`src/rtl/jtcps_obj_pkg.sv`:
```
// Shared definitions for the object line scanner: FSM encoding,
// draw-queue entry layout and the default scan-start position.
package jtcps_obj_pkg;

    localparam logic [8:0] HSTART_DEF = 9'h1d0;

    typedef enum logic [1:0] {
        ST_IDLE   = 2'd0,
        ST_READ   = 2'd1,
        ST_EVAL   = 2'd2,
        ST_EXPAND = 2'd3
    } scan_state_e;

    localparam int CODE_W = 16;
    localparam int ATTR_W = 16;
    localparam int HPOS_W = 9;
    localparam int PRIO_W = 3;
    localparam int BANK_W = 2;

    // One tile ready for the renderer
    typedef struct packed {
        logic [CODE_W-1:0] code;
        logic [ATTR_W-1:0] attr;
        logic [HPOS_W-1:0] hpos;
        logic [PRIO_W-1:0] prio;
        logic [BANK_W-1:0] bank;
    } obj_entry_t;

    localparam int ENTRY_W = $bits(obj_entry_t);

endpackage

```
`src/rtl/jtcps_obj_scanq_if.sv`:
```
// Draw-queue to renderer handshake. master = scanner, slave = renderer.
interface jtcps_obj_scanq_if;
    logic        dr_valid;
    logic        dr_ready;
    logic [15:0] dr_code;
    logic [15:0] dr_attr;
    logic [8:0]  dr_hpos;
    logic [2:0]  dr_prio;
    logic [1:0]  dr_bank;

    modport master (output dr_valid, dr_code, dr_attr, dr_hpos, dr_prio, dr_bank,
                    input  dr_ready);
    modport slave  (input  dr_valid, dr_code, dr_attr, dr_hpos, dr_prio, dr_bank,
                    output dr_ready);
endinterface

```
`src/rtl/jtcps_obj_fifo.sv`:
```
// First-word fall-through queue with synchronous flush. Output data reads
// as zero while empty so the renderer never sees stale entries.
module jtcps_obj_fifo #(
    parameter int DW    = 8,
    parameter int DEPTH = 4
)(
    input  logic          rst,
    input  logic          clk,
    input  logic          flush_i,
    input  logic          push_i,
    input  logic [DW-1:0] din_i,
    input  logic          pop_i,
    output logic [DW-1:0] dout_o,
    output logic          valid_o,
    output logic          full_o
);
    localparam int PW = (DEPTH > 1) ? $clog2(DEPTH) : 1;

    logic [DW-1:0] mem_q [DEPTH];
    logic [PW-1:0] wr_q, rd_q;
    logic [PW:0]   cnt_q;
    logic          push_ok, pop_ok;

    assign valid_o = cnt_q != '0;
    assign full_o  = cnt_q == (PW+1)'(DEPTH);
    assign pop_ok  = pop_i & valid_o;
    // A full queue still accepts a push when the head leaves in the same cycle
    assign push_ok = push_i & (~full_o | pop_ok);
    assign dout_o  = valid_o ? mem_q[rd_q] : '0;

    // Storage array, written at the tail
    always_ff @(posedge clk) begin
        if (push_ok) mem_q[wr_q] <= din_i;
    end

    // Pointers and occupancy; flush empties the queue at once
    always_ff @(posedge clk or posedge rst) begin
        if (rst) begin
            wr_q  <= '0;
            rd_q  <= '0;
            cnt_q <= '0;
        end else if (flush_i) begin
            wr_q  <= '0;
            rd_q  <= '0;
            cnt_q <= '0;
        end else begin
            if (push_ok) wr_q <= wr_q + PW'(1);
            if (pop_ok)  rd_q <= rd_q + PW'(1);
            case ({push_ok, pop_ok})
                2'b10:   cnt_q <= cnt_q + (PW+1)'(1);
                2'b01:   cnt_q <= cnt_q - (PW+1)'(1);
                default: cnt_q <= cnt_q;
            endcase
        end
    end
endmodule

```
`src/rtl/jtcps_obj_scanq.sv`:
```
// Object table line scanner: walks the table at each line start, finds the
// objects crossing the render line and queues their tiles for drawing.
// Optional per-line tile limit: define JTCPS_OBJ_LIMIT_EN.
module jtcps_obj_scanq
    import jtcps_obj_pkg::*;
#(
    parameter int         AW      = 10,
    parameter int         QDEPTH  = 4,
    parameter logic [8:0] HSTART  = HSTART_DEF,
    parameter logic [7:0] MAXTILE = 8'd128
)(
    input  logic          rst,
    input  logic          clk,
    input  logic          flip_i,
    input  logic [8:0]    vrender1_i,
    input  logic [8:0]    hdump_i,
    input  logic [9:0]    off_x_i,
    input  logic [9:0]    off_y_i,
    output logic [AW-1:0] table_addr_o,
    input  logic [15:0]   table_x_i,
    input  logic [15:0]   table_y_i,
    input  logic [15:0]   table_code_i,
    input  logic [15:0]   table_attr_i,
    output logic          line_o,
    output logic          ovf_o,
    jtcps_obj_scanq_if.master dr
);
    scan_state_e   state_q;
    logic [AW-1:0] addr_q;
    logic          line_q, hs_q;
    logic [8:0]    vrf_q;
    logic [9:0]    objx_q;
    logic [15:0]   code_q;
    logic [7:0]    attrl_q;
    logic [3:0]    size_q, vsub_q, n_q;
    logic [2:0]    prio_q;
    logic [1:0]    bank_q;

    logic          start, hit, vflip, end_ent, last_ent, last_n;
    logic          visible, pop, space, push, step, full;
    logic [9:0]    obj_x, obj_y, dy, effx;
    logic [4:0]    hgt;
    logic [3:0]    row, subn;
    obj_entry_t    ent, head;

    assign start    = (hdump_i == HSTART) & ~hs_q;

    // Object evaluation, valid in EVAL while table data is on the bus
    assign obj_x    = table_x_i[9:0] + 10'h40 - (table_attr_i[7] ? 10'd0 : off_x_i);
    assign obj_y    = table_y_i[9:0] + 10'h10 - (table_attr_i[7] ? 10'd0 : off_y_i);
    assign dy       = {1'b0, vrf_q} - obj_y;
    assign hgt      = {1'b0, table_attr_i[15:12]} + 5'd1;
    assign hit      = dy < {1'b0, hgt, 4'd0};
    assign vflip    = table_attr_i[6];
    assign row      = vflip ? table_attr_i[15:12] - dy[7:4] : dy[7:4];
    assign end_ent  = table_y_i[15] | (table_attr_i[15:8] == 8'hff);
    assign last_ent = &addr_q;

    // Tile expansion; off-screen tiles are skipped without waiting for room
    assign subn     = attrl_q[5] ? size_q - n_q : n_q;
    assign effx     = objx_q + {2'b0, subn, 4'd0};
    assign visible  = ~effx[9];
    assign pop      = dr.dr_valid & dr.dr_ready;
    assign space    = ~full | pop;
    assign push     = (state_q == ST_EXPAND) & visible & space & ~start;
    assign step     = (state_q == ST_EXPAND) & (space | ~visible);
    assign last_n   = n_q == size_q;

    assign ent.code = code_q + {12'd0, n_q};
    assign ent.attr = {4'd0, vsub_q, attrl_q};
    assign ent.hpos = effx[8:0] - 9'd1;
    assign ent.prio = prio_q;
    assign ent.bank = bank_q;

`ifdef JTCPS_OBJ_LIMIT_EN
    logic [8:0] cnt_q;
    logic       ovf_q, lim_hit;
    assign lim_hit = push & ((cnt_q + 9'd1) == {1'b0, MAXTILE});
    assign ovf_o   = ovf_q;
`else
    logic unused_max;
    assign unused_max = ^MAXTILE;
    assign ovf_o      = 1'b0;
`endif

    logic unused_bits;
    assign unused_bits = ^{table_x_i[12:10], table_y_i[12:10]};

    // Scan sequencer: line start restarts the walk from entry 0
    always_ff @(posedge clk or posedge rst) begin
        if (rst) begin
            state_q <= ST_IDLE;
            addr_q  <= '0;
            line_q  <= 1'b0;
            hs_q    <= 1'b0;
            vrf_q   <= '0;
            objx_q  <= '0;
            code_q  <= '0;
            attrl_q <= '0;
            size_q  <= '0;
            vsub_q  <= '0;
            n_q     <= '0;
            prio_q  <= '0;
            bank_q  <= '0;
`ifdef JTCPS_OBJ_LIMIT_EN
            cnt_q   <= '0;
            ovf_q   <= 1'b0;
`endif
        end else begin
            hs_q <= hdump_i == HSTART;
            if (start) begin
                line_q  <= ~line_q;
                vrf_q   <= vrender1_i ^ {1'b0, {8{flip_i}}};
                addr_q  <= '0;
                state_q <= ST_READ;
`ifdef JTCPS_OBJ_LIMIT_EN
                cnt_q   <= '0;
                ovf_q   <= 1'b0;
`endif
            end else begin
                case (state_q)
                    ST_READ: state_q <= ST_EVAL;
                    ST_EVAL: begin
                        if (end_ent) begin
                            state_q <= ST_IDLE;
                        end else if (hit) begin
                            objx_q  <= obj_x;
                            code_q  <= table_code_i + {8'd0, row, 4'd0};
                            attrl_q <= table_attr_i[7:0];
                            size_q  <= table_attr_i[11:8];
                            vsub_q  <= dy[3:0] ^ {4{vflip}};
                            prio_q  <= table_x_i[15:13];
                            bank_q  <= table_y_i[14:13];
                            n_q     <= '0;
                            state_q <= ST_EXPAND;
                        end else if (last_ent) begin
                            state_q <= ST_IDLE;
                        end else begin
                            addr_q  <= addr_q + AW'(1);
                            state_q <= ST_READ;
                        end
                    end
                    ST_EXPAND: begin
                        if (step) begin
                            if (last_n) begin
                                if (last_ent) begin
                                    state_q <= ST_IDLE;
                                end else begin
                                    addr_q  <= addr_q + AW'(1);
                                    state_q <= ST_READ;
                                end
                            end else begin
                                n_q <= n_q + 4'd1;
                            end
`ifdef JTCPS_OBJ_LIMIT_EN
                            if (push) cnt_q <= cnt_q + 9'd1;
                            if (lim_hit) begin
                                ovf_q   <= 1'b1;
                                state_q <= ST_IDLE;
                            end
`endif
                        end
                    end
                    default: state_q <= ST_IDLE;
                endcase
            end
        end
    end

    jtcps_obj_fifo #(.DW(ENTRY_W), .DEPTH(QDEPTH)) u_fifo (
        .rst     (rst),
        .clk     (clk),
        .flush_i (start),
        .push_i  (push),
        .din_i   (ent),
        .pop_i   (pop),
        .dout_o  (head),
        .valid_o (dr.dr_valid),
        .full_o  (full)
    );

    assign dr.dr_code    = head.code;
    assign dr.dr_attr    = head.attr;
    assign dr.dr_hpos    = head.hpos;
    assign dr.dr_prio    = head.prio;
    assign dr.dr_bank    = head.bank;
    assign table_addr_o  = addr_q;
    assign line_o        = line_q;
endmodule

```
`src/flat_wrapper.sv`:
```
// flat-port wrapper written by rule: the top's interface ports become plain ports
module jtcps_obj_scanq_flat import jtcps_obj_pkg::*;
#(
    parameter int         AW      = 10,
    parameter int         QDEPTH  = 4,
    parameter logic [8:0] HSTART  = HSTART_DEF,
    parameter logic [7:0] MAXTILE = 8'd128
)
  (rst, clk, flip_i, vrender1_i, hdump_i, off_x_i, off_y_i, table_addr_o, table_x_i, table_y_i, table_code_i, table_attr_i, line_o, ovf_o, dr_dr_valid, dr_dr_code, dr_dr_attr, dr_dr_hpos, dr_dr_prio, dr_dr_bank, dr_dr_ready);
  jtcps_obj_scanq_if dr_i ();
  input  logic rst;
  input  logic clk;
  input  logic flip_i;
  input  logic [8:0] vrender1_i;
  input  logic [8:0] hdump_i;
  input  logic [9:0] off_x_i;
  input  logic [9:0] off_y_i;
  output logic [AW-1:0] table_addr_o;
  input  logic [15:0] table_x_i;
  input  logic [15:0] table_y_i;
  input  logic [15:0] table_code_i;
  input  logic [15:0] table_attr_i;
  output logic line_o;
  output logic ovf_o;
  output wire logic [$bits(dr_i.dr_valid)-1:0] dr_dr_valid;
  output wire logic [$bits(dr_i.dr_code)-1:0] dr_dr_code;
  output wire logic [$bits(dr_i.dr_attr)-1:0] dr_dr_attr;
  output wire logic [$bits(dr_i.dr_hpos)-1:0] dr_dr_hpos;
  output wire logic [$bits(dr_i.dr_prio)-1:0] dr_dr_prio;
  output wire logic [$bits(dr_i.dr_bank)-1:0] dr_dr_bank;
  input wire logic [$bits(dr_i.dr_ready)-1:0] dr_dr_ready;
  assign dr_dr_valid = dr_i.dr_valid;
  assign dr_dr_code = dr_i.dr_code;
  assign dr_dr_attr = dr_i.dr_attr;
  assign dr_dr_hpos = dr_i.dr_hpos;
  assign dr_dr_prio = dr_i.dr_prio;
  assign dr_dr_bank = dr_i.dr_bank;
  assign dr_i.dr_ready = dr_dr_ready;
  jtcps_obj_scanq #(.AW(AW), .QDEPTH(QDEPTH), .HSTART(HSTART), .MAXTILE(MAXTILE)) u_core (.rst(rst), .clk(clk), .flip_i(flip_i), .vrender1_i(vrender1_i), .hdump_i(hdump_i), .off_x_i(off_x_i), .off_y_i(off_y_i), .table_addr_o(table_addr_o), .table_x_i(table_x_i), .table_y_i(table_y_i), .table_code_i(table_code_i), .table_attr_i(table_attr_i), .line_o(line_o), .ovf_o(ovf_o), .dr(dr_i));
endmodule
```
`config.mk`:
```
export PLATFORM = sky130hd
export DESIGN_NAME = jtcps_obj_scanq_flat
export DESIGN_NICKNAME = d
export VERILOG_FILES = /design/src/rtl/jtcps_obj_pkg.sv /design/src/rtl/jtcps_obj_scanq_if.sv /design/src/rtl/jtcps_obj_fifo.sv /design/src/rtl/jtcps_obj_scanq.sv /design/src/flat_wrapper.sv
export SDC_FILE = /design/constraint.sdc
export NUM_CORES = 1
export LEC_CHECK = 0
export BUFFER_PORTS_ARGS = -buffer_cell sky130_fd_sc_hd__buf_2
export CORE_MARGIN = 8
export CORE_UTILIZATION = 45
export CTS_BUF_LIST = sky130_fd_sc_hd__clkbuf_8
export CTS_CLUSTER_DIAMETER = 100
export DETAILED_ROUTE_END_ITERATION = 8
export GPL_TIMING_DRIVEN = 0
export HOLD_SLACK_MARGIN = 0.1
export SYNTH_ARGS = -nofsm -noshare
export SYNTH_HDL_FRONTEND = slang
export SYNTH_SLANG_ARGS = --single-unit
```
`constraint.sdc`:
```
create_clock -name clk -period 6.4 [get_ports clk]
set_clock_uncertainty 0.2 [all_clocks]
set_input_delay 0.96 -clock clk [delete_from_list [all_inputs] [get_ports clk]]
set_output_delay 0.96 -clock clk [all_outputs]
set_load 0.05 [all_outputs]
```
Yosys cells after proc, flatten, opt, wreduce, memory -nomap -nowiden
Memories as Yosys holds them, arrays and structs flattened. Index checks and enable logic that the tools add are counted.

Register bits after elaboration: 81. Bits in writable memories: 168. Input port bits: 106. Output and inout port bits: 59. Word-level logic and storage cells: 116. Memories kept: 1.

Add/subtract/negate cells: 18. Magnitude comparators: 1. Equality and inequality tests: 17. Mux-type cells: 32. Bitwise gates (word level): 20. Reduce and logical (&&, ||, !) cells: 11.

Memories: u_core.u_fifo.mem_q (words 4, width 42, rd ports 1, clocked after memory_dff 0, write ports 1, RTL line jtcps_obj_fifo.sv:19) `logic [DW-1:0] mem_q [DEPTH];`.

Operators with widths (number): $mux 10 (8); $mux 46 (1); $mux 4 (6); $pmux 10 s2 (1); $sub 10x10->10 (2); $mux 2 (9); $add 16x4->16 (1); $add 16x8->16 (1); $add 10x1->10 const B (1); $add 10x5->10 const B (1); $add 10x7->10 const B (1); $add 10x8->10 (1); $lt 10x9->1 (1); $reduce_and 10->1 (1); $sub 9x10->10 (1); $eq 9x9->1 const B (1); $reduce_bool 3->1 (3); $sub 9x1->9 const B (1); $xor 9x8->9 (1); $and 1x1->1 (8); $eq 8x8->1 const B (1); $pmux 4 s2 (1); $sub 4x4->4 (2); $eq 2x2->1 const B (3); 24 further kinds (42).

Logic depth before layout (Yosys ltp)
Word-level depth: 11. Depth in mapped cells: 25. Gate-level depth less buffers: 23.

Modules after synthesis
Synthesis repeated with hierarchy kept, for this count alone.

Cell total of the unflattened synthesis: 1027. Area total of the unflattened synthesis: 13322.8 um^2.

Modules (own cells, without submodules): jtcps_obj_fifo (times used 1, cells each 354, area each 7477.2 um^2, sequential area each 5700.5 um^2); jtcps_obj_scanq (times used 1, cells each 673, area each 5845.6 um^2, sequential area each 1851.8 um^2).

Worst setup path before layout
No wires, ideal clock.

Path kind: input-to-reg. Start: input port table_attr_i[7]. End: register u_core.code_q[15]. Library setup time: 0.134 ns. Arrival time: 5.058 ns. Data required time: 6.066 ns. Path slack: 1.008 ns. Stages: 21. Path buffers: 1. Cell sequence: clkbuf_1 > nor2b_1 > fa_1 > ha_1 > ha_1 > inv_1 > fa_1 > nand2b_1 > a21oi_1 > a21o_1 > inv_1 > fa_1 > mux2i_1 > ha_1 > a21o_1 > a21oi_1 > nor2b_1 > o21ai_0 > nor2_1 > xnor2_1 > o21ai_0.

Cells in the longest elaborated chain, start to end: 6. Elaborated cells on any way between the ends: 8. Classes of those cells: add/sub: 4; order compare: 1; mux: 2; reduce/logical: 1.

Ends and longest elaborated chain: from (decl) (RTL line flat_wrapper.sv:22) `input logic [15:0] table_attr_i;`; $mux 10 (*) (RTL line jtcps_obj_scanq.sv:50) `assign obj_y = table_y_i[9:0] + 10'h10 - (table_attr_i[7] ? 10'd0 : off_y_i);`; $sub 10x10->10 (*) (RTL line jtcps_obj_scanq.sv:50); $sub 9x10->10 (*) (RTL line jtcps_obj_scanq.sv:51) `assign dy = {1'b0, vrf_q} - obj_y;`; $sub 4x4->4 (RTL line jtcps_obj_scanq.sv:55) `assign row = vflip ? table_attr_i[15:12] - dy[7:4] : dy[7:4];`; $mux 4 (RTL line jtcps_obj_scanq.sv:55); $add 16x8->16 (RTL line jtcps_obj_scanq.sv:128) `code_q <= table_code_i + {8'd0, row, 4'd0};`; to (signal assigned) (RTL line jtcps_obj_scanq.sv:128); to (decl) (RTL line jtcps_obj_scanq.sv:33) `logic [15:0] code_q;`.

Mark *: on every way between the ends. The rest lies on a longest branch, timed or not. A chain may end at the register's enable or synchronous reset.

Worst setup path in the final report
Ends and elaborated chain as after synthesis.

==> results.md <==
- Count of cell types in the netlist: 52
- Die width: 182.5 um
- Routability cong.: 0.7928
- Pleak: 6.118 nW
- Min Tclk post-route: 5651 ps
- Placement Setup Slack: -353.4 ps
- Post-Synthesis Cells: 923
- CP max stage delay: 480 ps
- Reg-to-Reg End: u_core.code_q[15]$_DFFE_PP0P_
- Placed cell count: 1461
- Worst Reg-to-Reg Cells: 19
- Asr flop ratio synth: 32.53%
- Clock sink count: 249
- Area Overhead vs Synth: 17.17%
- Row cnt: 61
- CTS clk-pin slew, worst paths: 60 ps
- Commonest non-fill, non-tap cell in the layout: edfxtp_1
- Root Buffer: clkbuf_8
- Outcome: completed
- CP endpoint kind: flip-flop
- Synth area leader: edfxtp_1
- CP max stage cell: o21ai_0
- Worst slew pin tran: 878.1 ps
- Via count: 7513
- Total Wirelength: 26.55 mm
- Worst VDD drop: 0.1321 mV
- WP buf/inv: 5
- Vert. Die Dim: 182.5 um
- Diode count: 0
- #FFs+latches synth: 249
- Clock group share of total power: 26.3%
- Max cap viols: 0
- I/O pins: 165
- Post-route antenna net violation count: 0
- Top delay family on crit path: adder cells
- Post-Layout Cell Count: 1533
- Cell Int Power: 3.128 mW
- Worst path cell trace: buf_2, clkbuf_1, nand2b_1, ha_1, inv_1, fa_1, ha_1, inv_1, xnor2_1, inv_1, ha_1, fa_1, mux2i_1, ha_1, a21o_1, a21oi_1, nor2b_1, o21ai_0, nor2_1, xnor2_1, o21ai_0
- Initial antenna violation count: 2
- Critical path class: input pin to flip-flop
- CTS tree: yes
- Final setup fails: 0
- Global Route Usage Sum: 16.22%
- Post-CTS Setup Bufs: 0
- Post-synthesis average cell area: 13.51 um2
- Slew Viols, Final: 0
- Yosys top cell area share: 40.45%
- CTS H-tree lvls: 2
- Most frequent CP cell: ha_1
- Initial Util: 45.27%
- Final Util: 53.04%
- GRT Residual Overflow: 0
- RSZ-0062 raised after global routing: false
- Crit path max fanout: 12
- Layout cells sized above 1: 26.15%
- Final setup margin: 748.8 ps
- Number of synthesized flops with an enable pin: 168
- Pwr/cell area: 343.4 nW/um2
- Routed length per placed instance: 17.32 um
- TritonRoute pass-1 iters: 4
- Core ar.: 27550 um2
- Worst reg-to-reg setup slack: 1270 ps
- Most frequent cells in the layout: edfxtp_1 (168), buf_2 (159), dfrtp_1 (81), inv_1 (69), ha_1 (67)
- Switching share of power: 37.67%
- Iteration-0 DRC Markers: 233
- Seq pwr share: 35.9%
- Synth area leaders: edfxtp_1 (40%), dfrtp_1 (16%), mux4_2 (7.6%)
- Register area share after synthesis: 56.70%
- Met3 WL: 1.547 mm
- Crit path arrival time: 5840 ps
- Syn Std Cell Area: 12470 um2
- Post-CTS sizing: 0
- Critical Path RT: 6580 ps
- Combinational fraction of design power: 37.8%
- Ys flop type: edfxtp_1
- Synthesis warning total: 0
- DR vias/cell: 4.901
- R2r startpoint: u_core.vrf_q[2]$_DFFE_PP0P_
- HPWL after DPL: 19.41 mm
- Net Sw Power: 1.890 mW
- Final hold vios: 0
- CTS Buffer Depth: 3
- CTS Buf Count: 41
- First-pass GRT wire length: 42.59 mm
- Full die area: 33300 um2
- Worst setup SP type: input pin
- Largest net degree at the start of global routing: 65
- Met2 Wirelength: 12.47 mm
- Clock Latency Late Sink: 530 ps
- Top Layer Used: met5
- Slew margin rel.: 41.24%
- Number of global-route vias before repair: 8100
- Crit share post-route: 88.30%
- IO Port Bufs: 151
- Hold Crit Class: input pin to async pin
- Setup TNS: 0 ps
- Achievable frequency: 177.0 MHz
- DRC: 0
- Metal-1 WL: 12.11 mm
- # hold bufs at CTS: 0
- Nets: 1314
## per-stage QoR
| stage | cell area, um2 | power, mW | hold slack (ps) |
|---|---|---|---|
| 2_1_floorplan | 12490 | 3.313 | 249.8 |
| 3_3_place_gp | 13720 | 3.744 | 261.4 |
| 3_5_place_dp | 13830 | 3.765 | 264.3 |
| 4_1_cts | 14620 | 5.098 | 146.0 |
| 5_1_grt | 14610 | 5.291 | 156.6 |
| 6_report | 14610 | 5.018 | 172.4 |
## cells by family (layout without fill, tap and decap cells)
logic type	after synthesis	in the layout	share of synthesized area, %
AO/OA/AOI/OAI	103	103	4.755
adder cells (fa/ha/maj)	83	83	9.290
flip-flops	249	249	56.70
other	1	5	0.03007
AND/OR/NAND/NOR	241	241	9.972
buffers and inverters	89	317	2.909
XOR/XNOR	84	84	6.009
multiplexers	73	73	10.33
## state kept, by name, summed over array words and instances, names as in the netlist, 2 cells and up
signal,count
u_core.attrl_q,8
u_core.bank_q,2
u_core.code_q,16
u_core.n_q,4
u_core.objx_q,10
u_core.prio_q,3
u_core.size_q,4
u_core.state_q,2
u_core.table_addr_o,10
u_core.u_fifo.cnt_q,3
u_core.u_fifo.mem_q,168
u_core.u_fifo.rd_q,2
u_core.u_fifo.wr_q,2
u_core.vrf_q,9
u_core.vsub_q,4
## synthesized netlist by cell type (all sizes together), types with 3 or more instances
cell	number
nor2	39
nor3	5
dfrtp	81
mux2i	5
xor2	34
edfxtp	168
fa	16
nor2b	14
clkbuf	19
inv	55
ha	67
and3	9
or3	5
mux2	26
xnor2	49
nand2b	17
or4	3
nand3	20
a21oi	25
o21ai	49
o31ai	3
a21o	11
nand4	7
nand2	66
and2	48
buf	15
mux4	42
nor3b	3
## power groups by stage
stage / combinational (mW) / sequential (mW) / clock, mW
finish: 1.89 / 1.80 / 1.32
global route: 2.05 / 1.81 / 1.44
CTS: 1.94 / 1.80 / 1.36
detailed placement: 1.93 / 1.83 / 0
global placement: 1.91 / 1.83 / 0
floorplan: 1.48 / 1.83 / 0
## metal layers
layer	global-route usage (%)	vias up
met3	4.335	39
met2	27.11	175
li1	-	3712
met4	3.805	4
met1	20.79	3583
met5	0	-
## area by class of cell
class | count | area (um2)
Buffer | 33 | 152.6
Clock buffer | 47 | 646.9
Clock inverter | 26 | 138.9
Fill cell | 2432 | 12940
Inverter | 55 | 209.0
Multi-Input combinational cell | 589 | 5057
Sequential cell | 249 | 7072
Tap cell | 378 | 473.0
Timing Repair Buffer | 156 | 863.3
## how the worst max path moves through the flow
| stage | startpoint | end | slack [ps] | cells past startpoint |
|---|---|---|---|---|
| floorplan | table_attr_i[7] | u_core.code_q[15]$_DFFE_PP0P_ | 1010 | 21 |
| global placement | table_attr_i[7] | u_core.code_q[15]$_DFFE_PP0P_ | -320 | 22 |
| detailed placement | table_attr_i[7] | u_core.code_q[15]$_DFFE_PP0P_ | -350 | 24 |
| CTS | table_attr_i[7] | u_core.code_q[15]$_DFFE_PP0P_ | 200 | 22 |
| global route | table_attr_i[7] | u_core.code_q[15]$_DFFE_PP0P_ | 130 | 23 |
| finish | table_attr_i[7] | u_core.code_q[15]$_DFFE_PP0P_ | 750 | 21 |
Note: power is estimated with default switching activity, not from simulation.
